File: src/rtl/vga_overlay_renderer.sv
// ============================================================================
// Module   : vga_overlay_renderer
// Purpose  : VGA back end with its own sync generator. Composites a 4-bit
//            grayscale frame with up to NUM_BOX detection boxes and drives
//            12-bit RGB plus active-low syncs through a 2-stage pipeline.
// Options  : `define BOX_OUTLINE_EN draws each box as a BORDER-pixel outline
//            instead of a filled rectangle.
// Revision : 1.0  initial release
// ============================================================================
`default_nettype none

module vga_overlay_renderer #(
    parameter int H_ACTIVE = 640,
    parameter int H_FP     = 16,
    parameter int H_SYNC   = 96,
    parameter int H_BP     = 48,
    parameter int V_ACTIVE = 480,
    parameter int V_FP     = 10,
    parameter int V_SYNC   = 2,
    parameter int V_BP     = 33,
    parameter int WIN_X0   = 20,
    parameter int WIN_X1   = 620,
    parameter int WIN_Y0   = 40,
    parameter int WIN_Y1   = 440,
    parameter int NUM_BOX  = 4,
    parameter int BOX_HALF = 20,
    parameter int BORDER   = 2,
    parameter logic [12*NUM_BOX-1:0] BOX_RGB = {NUM_BOX{12'h0F0}}
) (
    input  logic                    pixel_clk,
    input  logic                    rst_n,
    input  logic [3:0]              pix_in,
    output logic [9:0]              out_x,
    output logic [8:0]              out_y,
    input  logic [10*NUM_BOX-1:0]   box_x,
    input  logic [9*NUM_BOX-1:0]    box_y,
    input  logic [NUM_BOX-1:0]      box_upd,
    input  logic [NUM_BOX-1:0]      box_clr,
    input  logic [1:0]              mode,
    output logic [3:0]              vga_r,
    output logic [3:0]              vga_g,
    output logic [3:0]              vga_b,
    output logic                    vga_hs,
    output logic                    vga_vs,
    output logic                    frame_tick
);

    localparam int H_TOTAL = H_ACTIVE + H_FP + H_SYNC + H_BP;
    localparam int V_TOTAL = V_ACTIVE + V_FP + V_SYNC + V_BP;

    localparam logic [9:0] C_H_LAST = 10'(H_TOTAL - 1);
    localparam logic [9:0] C_V_LAST = 10'(V_TOTAL - 1);
    localparam logic [9:0] C_H_ACT  = 10'(H_ACTIVE);
    localparam logic [9:0] C_V_ACT  = 10'(V_ACTIVE);
    localparam logic [9:0] C_HS_BEG = 10'(H_ACTIVE + H_FP);
    localparam logic [9:0] C_HS_END = 10'(H_ACTIVE + H_FP + H_SYNC);
    localparam logic [9:0] C_VS_BEG = 10'(V_ACTIVE + V_FP);
    localparam logic [9:0] C_VS_END = 10'(V_ACTIVE + V_FP + V_SYNC);
    localparam logic [9:0] C_WX0    = 10'(WIN_X0);
    localparam logic [9:0] C_WX1    = 10'(WIN_X1);
    localparam logic [9:0] C_WY0    = 10'(WIN_Y0);
    localparam logic [9:0] C_WY1    = 10'(WIN_Y1);
    // One bit of headroom over 11 bits so x+BOX_HALF never overflows for any centre
    localparam logic signed [11:0] C_HALF = 12'(BOX_HALF);
`ifdef BOX_OUTLINE_EN
    localparam logic signed [11:0] C_BORDER = 12'(BORDER);
`endif

    logic [9:0]                 hcnt_q, hcnt_d, vcnt_q, vcnt_d;
    logic                       frame_tick_q, frame_tick_d, copy_now;
    logic [NUM_BOX-1:0]         prev_upd_q;
    logic [NUM_BOX-1:0]         sh_v_q, sh_v_d, act_v_q, act_v_d;
    logic [NUM_BOX-1:0][9:0]    sh_x_q, sh_x_d, act_x_q, act_x_d;
    logic [NUM_BOX-1:0][8:0]    sh_y_q, sh_y_d, act_y_q, act_y_d;
    logic [NUM_BOX-1:0]         box_hit;
    logic                       hs1_q, hs1_d, vs1_q, vs1_d, win1_q, win1_d, hit1_q, hit1_d;
    logic [11:0]                col1_q, col1_d;
    logic                       hs2_q, vs2_q;
    logic [11:0]                rgb_q, rgb_d;
    logic signed [11:0]         h_s, v_s;

    assign out_x      = hcnt_q;
    assign out_y      = vcnt_q[8:0];
    assign vga_r      = rgb_q[11:8];
    assign vga_g      = rgb_q[7:4];
    assign vga_b      = rgb_q[3:0];
    assign vga_hs     = hs2_q;
    assign vga_vs     = vs2_q;
    assign frame_tick = frame_tick_q;

    // Raster counters; frame_tick is decoded from the next state so it lines up with (0, V_ACTIVE)
    always_comb begin
        hcnt_d = hcnt_q + 10'd1;
        vcnt_d = vcnt_q;
        if (hcnt_q == C_H_LAST) begin
            hcnt_d = '0;
            vcnt_d = (vcnt_q == C_V_LAST) ? '0 : vcnt_q + 10'd1;
        end
        copy_now     = (hcnt_q == '0) && (vcnt_q == C_V_ACT);
        frame_tick_d = (hcnt_d == '0) && (vcnt_d == C_V_ACT);
    end

    // Shadow capture on upd rising edge (clear dominates); shadow->active copy at frame boundary
    always_comb begin
        sh_v_d  = sh_v_q;
        sh_x_d  = sh_x_q;
        sh_y_d  = sh_y_q;
        act_v_d = act_v_q;
        act_x_d = act_x_q;
        act_y_d = act_y_q;
        for (int i = 0; i < NUM_BOX; i++) begin
            if (box_clr[i]) begin
                sh_v_d[i] = 1'b0;
            end else if (box_upd[i] && !prev_upd_q[i]) begin
                sh_v_d[i] = 1'b1;
                sh_x_d[i] = box_x[10*i +: 10];
                sh_y_d[i] = box_y[9*i +: 9];
            end
        end
        // Copy uses the pre-update shadow, so a same-cycle upd lands one frame later
        if (copy_now) begin
            act_v_d = sh_v_q;
            act_x_d = sh_x_q;
            act_y_d = sh_y_q;
        end
    end

    assign h_s = $signed({2'b00, hcnt_q});
    assign v_s = $signed({2'b00, vcnt_q});

    generate
        for (genvar i = 0; i < NUM_BOX; i++) begin : g_box
            logic signed [11:0] cx, cy, lo_x_raw, lo_y_raw, lo_x, lo_y, hi_x, hi_y;
            logic               in_rect;
            assign cx       = $signed({2'b00, act_x_q[i]});
            assign cy       = $signed({3'b000, act_y_q[i]});
            assign lo_x_raw = cx - C_HALF;
            assign lo_y_raw = cy - C_HALF;
            // Clamp at zero instead of wrapping to the far edge of the raster
            assign lo_x     = lo_x_raw[11] ? 12'sd0 : lo_x_raw;
            assign lo_y     = lo_y_raw[11] ? 12'sd0 : lo_y_raw;
            assign hi_x     = cx + C_HALF;
            assign hi_y     = cy + C_HALF;
            assign in_rect  = act_v_q[i] && (h_s >= lo_x) && (h_s < hi_x)
                                         && (v_s >= lo_y) && (v_s < hi_y);
`ifdef BOX_OUTLINE_EN
            logic on_edge;
            assign on_edge    = (h_s < lo_x + C_BORDER) || (h_s >= hi_x - C_BORDER) ||
                                (v_s < lo_y + C_BORDER) || (v_s >= hi_y - C_BORDER);
            assign box_hit[i] = in_rect && on_edge;
`else
            assign box_hit[i] = in_rect;
`endif
        end
    endgenerate

    // Stage 1: syncs, window flag and prioritised box hit for the current counter position
    always_comb begin
        hs1_d  = !((hcnt_q >= C_HS_BEG) && (hcnt_q < C_HS_END));
        vs1_d  = !((vcnt_q >= C_VS_BEG) && (vcnt_q < C_VS_END));
        win1_d = (hcnt_q < C_H_ACT) && (vcnt_q < C_V_ACT) &&
                 (hcnt_q >= C_WX0) && (hcnt_q < C_WX1) &&
                 (vcnt_q >= C_WY0) && (vcnt_q < C_WY1);
        hit1_d = 1'b0;
        col1_d = '0;
        // Walk from the top index down so the lowest index wins
        for (int i = NUM_BOX - 1; i >= 0; i--) begin
            if (box_hit[i]) begin
                hit1_d = 1'b1;
                col1_d = BOX_RGB[12*i +: 12];
            end
        end
    end

    // Stage 2: composite the returned pixel with the box hit according to mode
    always_comb begin
        rgb_d = '0;
        if (win1_q) begin
            case (mode)
                2'd0:    rgb_d = {pix_in, pix_in, pix_in};
                2'd1:    rgb_d = hit1_q ? col1_q : 12'hFFF;
                2'd2:    rgb_d = hit1_q ? col1_q : {pix_in, pix_in, pix_in};
                default: rgb_d = {pix_in, pix_in >> 1, pix_in >> 1};
            endcase
        end
    end

    // All state: counters, box registers and both pipeline stages
    always_ff @(posedge pixel_clk or negedge rst_n) begin
        if (!rst_n) begin
            hcnt_q       <= '0;
            vcnt_q       <= '0;
            frame_tick_q <= 1'b0;
            prev_upd_q   <= '0;
            sh_v_q       <= '0;
            sh_x_q       <= '0;
            sh_y_q       <= '0;
            act_v_q      <= '0;
            act_x_q      <= '0;
            act_y_q      <= '0;
            hs1_q        <= 1'b1;
            vs1_q        <= 1'b1;
            win1_q       <= 1'b0;
            hit1_q       <= 1'b0;
            col1_q       <= '0;
            hs2_q        <= 1'b1;
            vs2_q        <= 1'b1;
            rgb_q        <= '0;
        end else begin
            hcnt_q       <= hcnt_d;
            vcnt_q       <= vcnt_d;
            frame_tick_q <= frame_tick_d;
            prev_upd_q   <= box_upd;
            sh_v_q       <= sh_v_d;
            sh_x_q       <= sh_x_d;
            sh_y_q       <= sh_y_d;
            act_v_q      <= act_v_d;
            act_x_q      <= act_x_d;
            act_y_q      <= act_y_d;
            hs1_q        <= hs1_d;
            vs1_q        <= vs1_d;
            win1_q       <= win1_d;
            hit1_q       <= hit1_d;
            col1_q       <= col1_d;
            hs2_q        <= hs1_q;
            vs2_q        <= vs1_q;
            rgb_q        <= rgb_d;
        end
    end

endmodule

`default_nettype wire
File: config.mk
export PLATFORM = sky130hd
export DESIGN_NAME = vga_overlay_renderer
export DESIGN_NICKNAME = d
export VERILOG_FILES = /design/src/rtl/vga_overlay_renderer.sv
export SDC_FILE = /design/constraint.sdc
export NUM_CORES = 1
export LEC_CHECK = 0
export BUFFER_PORTS_ARGS = -buffer_cell sky130_fd_sc_hd__buf_4
export CORE_ASPECT_RATIO = 0.9
export CORE_MARGIN = 2
export CORE_UTILIZATION = 55
export CTS_BUF_LIST = sky130_fd_sc_hd__clkbuf_16
export DETAILED_ROUTE_END_ITERATION = 7
export PLACE_DENSITY = 0.77
export SYNTH_ARGS = -nofsm -noshare
export SYNTH_HDL_FRONTEND = slang
export SYNTH_SLANG_ARGS = --single-unit
File: constraint.sdc
create_clock -name pixel_clk -period 3.1 [get_ports pixel_clk]
set_input_delay 0.155 -clock pixel_clk [delete_from_list [all_inputs] [get_ports pixel_clk]]
set_output_delay 0.155 -clock pixel_clk [all_outputs]
set_load 0.05 [all_outputs]
# Word-level counts from Yosys, hierarchy flattened
# Index checks and enable logic that the tools add are counted.
[classes]
addsub = 18
magnitude_cmp = 26
n_eq_ne = 6
n_mux = 31
bitwise_logic = 4
reduce_logical = 46
[ops]
columns = ["op", "count"]
rows = [
  ["10-bit by 11-bit greater-or-equal comparator with 1-bit output", 8],
  ["11-bit two-way mux", 8],
  ["12-bit two-way mux", 6],
  ["10-bit by 5-bit adder with 11-bit output, second input constant", 4],
  ["10-bit by 11-bit less-than comparator with 1-bit output", 4],
  ["10-bit by 5-bit subtractor with 11-bit output, second input constant", 4],
  ["9-bit by 5-bit adder with 10-bit output, second input constant", 4],
  ["10-bit less-than comparator", 4],
  ["9-bit by 5-bit subtractor with 10-bit output, second input constant", 4],
  ["12-bit case mux with 3 select lines", 1],
  ["10-bit less-than comparator, second input constant", 3],
  ["10-bit by 9-bit less-than comparator with 1-bit output, second input constant", 3],
  ["10-bit two-way mux", 3],
  ["1-bit logical AND", 29],
  ["10-bit by 1-bit adder with 10-bit output, second input constant", 2],
  ["10-bit equality test, second input constant", 2],
  ["10-bit by 9-bit equality test with 1-bit output, second input constant", 2],
  ["10-bit zero test", 2],
  ["1-bit two-way mux", 12],
  ["10-bit greater-or-equal comparator, second input constant", 1],
  ["10-bit by 5-bit greater-or-equal comparator with 1-bit output, second input constant", 1],
  ["10-bit by 6-bit greater-or-equal comparator with 1-bit output, second input constant", 1],
  ["10-bit by 9-bit greater-or-equal comparator with 1-bit output, second input constant", 1],
  ["8-bit two-way mux", 1],
  ["7 further kinds", 21],
]
[word_totals]
register_bits = 215
out_inout_bits = 34
wordCells = 164

# Longest topological paths before layout
[depth]
word_depth = 11
ltp_mapped = 15

# Worst setup path after synthesis
# OpenSTA, ideal clock, no wires.
[synth_path]
path_type = "register to register"
start = "register act_x_q[12] (netlist bit)"
end = "register col1_q[6]"
t_arrival_ps = 2746
required_time_ps = 2984
slack_ps = 239
path_stages_with_launch = 16
n_path_buf = 1
period_less_slack_ps = 2861
cell_sequence = "dfrtp_1 inv_1 ha_1 nand2b_1 nand3b_1 or3_1 clkbuf_1 and2_1 ha_1 nand2b_1 a21o_1 a21oi_1 o31ai_1 o21ai_0 or4_1 o311ai_0"
[synth_between]
elab_chain_len = 9
elab_cells_between_ends = 11
classes_between = "add/sub: 2; order compare: 2; mux: 3; reduce/logical: 4"
[synth_rtl]
columns = ["element", "line_no", "text"]
rows = [
  ["start, declared", "73", "logic [NUM_BOX-1:0][9:0] sh_x_q, sh_x_d, act_x_q, act_x_d;"],
  ["start signal, assigned", "218", "act_x_q <= act_x_d;"],
  ["10-bit by 5-bit subtractor with 11-bit output", "137", "assign lo_x_raw = cx - C_HALF;"],
  ["11-bit two-way mux", "140", "assign lo_x = lo_x_raw[11] ? 12'sd0 : lo_x_raw;"],
  ["10-bit by 11-bit greater-or-equal comparator with 1-bit output", "144", "assign in_rect = act_v_q[i] && (h_s >= lo_x) && (h_s < hi_x)"],
  ["1-bit logical AND", "144", ""],
  ["1-bit logical AND *", "144", ""],
  ["1-bit logical AND * (2 in a row)", "145", "&& (v_s >= lo_y) && (v_s < hi_y);"],
  ["12-bit two-way mux * (2 in a row)", "168", "if (box_hit[i]) begin"],
  ["end signal, assigned", "224", "col1_q <= col1_d;"],
  ["end, declared", "77", "logic [11:0] col1_q, col1_d;"],
]
# Mark *: on every way between the ends. The rest lies on a longest branch, timed or not.
# A chain may end at the register's enable or synchronous reset.

# Worst setup path in the final report
[layout_path]
start = "register act_x_q[13] (netlist bit)"
end = "register col1_q[6]"
# The elaborated chain is that of the path after synthesis.

==> out/metrics.yaml <==
placement:
  pre_cts_slack_ns: -0.0466
  port_buffers: 125
  hpwl_mm: 22.5
  gp_congestion: 0.890
detailed_routing:
  post_drt_wl_per_cell_um: 17.4
  dr.pass1.iters: 6
  vias_per_cell: 5.72
  drt_iter0_markers: 593
  antenna_left: 0
  drc_errors: 0
  wirelength_mm: 32.1
  vias: 10583
floorplan:
  fp.dieH_um: 152
  pin_count: 126
  core-area_mm2: 0.0241
  initial_core_util_pct: 55.6
  die_area_mm2: 0.0256
  die-width_um: 169
  rows: 54
synth:
  ys_seq_area_share_pct: 37.9
  syn-cell-area_mm2: 0.0134
  yosysUniqueCellTypes: 59
  synth_fp_nets: 1555
  synthArstFlopShare_pct: 100
  synth_enable_flop_cells: 0
  ys_ff_latch: 203
  synth_ff_type: "dfrtp_1"
  yosys.area.top_type_share_pct: 37.2
  synthTopCellsByCount: "199 x dfrtp_1, 169 x ha_1, 156 x mux2_2"
  yosysWarnings: 0
  syn_avg_cell_area_um2: 10.4
  yosysMostFrequentCell: "dfrtp_1"
  netlist_instances: 1294
  synth.largest_area_cell: "dfrtp_1"
  synth_area_leaders: "dfrtp_1 37%, ha_1 16%, mux2_2 13%"
power:
  power.switching_w: 0.00140
  power_frac_comb_pct: 8.2
  cellPowerDensity_mw_per_mm2: 357
  p_clk_share_pct: 41.6
  peakVddDrop_mv: 0.409
  p_leak_nw: 7.80
  netSwitchingFraction_pct: 23.7
  cellInternalPower_w: 0.00450
  p_seq_share_pct: 50.2
setup_path:
  timing_worst_setup_path_type: "flop to flop"
  r2r-start: "act_x_q[13]$_DFFE_PN0P_"
  cp_cell_sequence: "inv_1, ha_1, nand2b_4, nand3b_1, or3_4, and2_1, ha_1, nand2b_1, a21o_1, a21oi_1, o31ai_2, o21ai_0, or4_1, o311ai_1"
  required_ns: 3.51
  r2r_slack_ns: 0.16
  slowest_delay_ns: 0.45
  cpMostUsedCell: "ha_1"
  arrival_ns: 3.36
  crit_slowest_cell: "or4_1"
  reg2reg_to: "col1_q[6]$_DFF_PN0_"
  r2r_cells: 14
  cp-start-kind: "flop"
  crit_fanout: 5
  cp-end-kind: "flop"
timing:
  maxSlewHeadroom_pct: 43.5
  fin_crit_ns: 2.94
  period_share_pct: 94.9
  maxSlewViolCount: 0
  final-setup-viol-count: 0
  worst_slew_pin_slew_ns: 0.844
  clock_skew_ns: 0.0182
  fmax_mhz: 340
  final.setup.tns_ns: 0
  hold_viol: 0
  setup_ws_ns: 0.157
clocking:
  insertion_delay_ns: 0.52
  cts_buffers: 23
  path_clk_slew_ns: 0.07
  cts_max_level: 1
  cts_num_sinks: 203
  clock-root-buffer: "clkbuf_16"
  cts_buffer_depth: 3
  cts_tree: "done"
outcome:
  status: "finished, final reports clean"
global_route:
  grt_pass1_vias: 10737
  grt-ovfl-total: 0
  use_met2_pct: 43.9
  grtUsageTotal_pct: 25.3
  busiest_layer: "met2"
  grt_pass1_wl_mm: 53.2
  grt_max_degree: 97
  grt_util_met3_pct: 3.13
  grt_use_met1_pct: 33.7
  antenna_found_initial: 0
worst_hold_path:
  hp-class: "input pin to asynchronous set/reset pin"
layout:
  n_fill_cell: 1747
  insertedDiodeCount: 0
  layout.nets: 1787
  area_delta_synth_final_pct: 23.4
  drive_gt1_share_pct: 26.1
flow_run:
  max-cap-violations: 0
## power groups by stage
stage,clock network (W),logic (W),registers [W]
after global routing,0.00261,0.000530,0.00298
after CTS,0.00250,0.000478,0.00296
after global placement,0,0.000369,0.00299
after floorplan,0,0.000202,0.00295
after detailed placement,0,0.000385,0.00300
final,0.00245,0.000482,0.00296
## final cells by class
type	instances	area, um2	area share (%)
clock buffers	23	576	3.48
multi-input cells	967	7860	47.5
repair buffers	278	2350	14.2
inverters	53	199	1.20
clock inverters	17	85.1	0.514
flip-flops and latches	203	5090	30.8
well taps	308	385	2.33
## cell usage in the layout, fill, tap and decap left out, types with 15 or more instances in the layout
| cell | count |
|---|---|
| mux2_2 | 156 |
| nor3_1 | 15 |
| ha_1 | 169 |
| dlygate4sd3_1 | 92 |
| clkbuf_16 | 23 |
| nand2_1 | 97 |
| nand3_1 | 29 |
| xor2_1 | 56 |
| nor2_1 | 57 |
| buf_4 | 183 |
| xnor2_1 | 28 |
| dfrtp_1 | 198 |
| o21ai_0 | 56 |
| inv_1 | 57 |
| nand2b_1 | 24 |
| a21o_1 | 15 |
| a21oi_1 | 70 |
## worst max path at each step
stage	startpoint	endpoint	slack [ns]	cells past startpoint
global route	act_y_q[2]$_DFFE_PN0P_	col1_q[6]$_DFF_PN0_	-0.03	15
finish	act_x_q[13]$_DFFE_PN0P_	col1_q[6]$_DFF_PN0_	0.16	14
global placement	act_x_q[28]$_DFFE_PN0P_	col1_q[6]$_DFF_PN0_	0.09	11
CTS	act_y_q[2]$_DFFE_PN0P_	col1_q[6]$_DFF_PN0_	0.003	14
detailed placement	act_x_q[23]$_DFFE_PN0P_	col1_q[6]$_DFF_PN0_	-0.05	15
floorplan	act_x_q[12]$_DFFE_PN0P_	col1_q[6]$_DFF_PN0_	0.24	15
## state kept, by name, indices dropped and copies added, names as in the netlist, 4 cells and up
name,flops
act_x_q,40
sh_x_q,40
act_y_q,36
sh_y_q,36
rgb_q,12
out_x,10
vcnt_q,10
act_v_q,4
prev_upd_q,4
sh_v_q,4
## cells by family after synthesis
group	after synthesis	share of synthesized area (%)
muxes	164	13.7
adders and majority gates	169	15.8
AOI/OAI and AO/OA	230	10.9
and+or+nand+nor	320	12.1
DFF	203	37.9
xor gates and xnor gates	84	5.49
buffers and inverters	124	4.14
## metrics by stage
step | instance area [um2] | hold slack, ns | utilization, % | std cells | power [W]
final | 16500 | 0.294 | 68.6 | 1849 | 0.00590
after global routing | 16500 | 0.312 | 68.6 | 1849 | 0.00612
after CTS | 16500 | 0.289 | 68.3 | 1848 | 0.00593
after detailed placement | 14900 | 0.283 | 61.7 | 1716 | 0.00339
after global placement | 14900 | 0.281 | 61.7 | 1716 | 0.00336
after floorplan | 13400 | -0.141 | - | 1294 | 0.00315
## metal layers
layer | wire length, um | share of wire, %
met1 | 14600 | 46
met2 | 15400 | 48
met3 | 1250 | 3.9
met4 | 814 | 2.5
met5 | 0 | 0
## worst max-delay path: cells and delay by family, from the launching register on
family	cells	cell delay (ns)
buffers and inverters	1	0.07
flip-flops	1	0.41
AND/OR/NAND/NOR	6	1.30
adder cells (fa/ha/maj)	2	0.42
AO/OA/AOI/OAI	5	0.63
## repair_timing
item | CTS | global route
endpoints found under the setup margin | 1 | 1
pin swaps | 0 | 5
endpoints found under the hold margin | 185 | 0
buffers inserted | 0 | 1
hold buffers | 92 | 0
gates resized for setup | 5 | 15
gates cloned | 0 | 0
(Power assumes the default switching activity.)
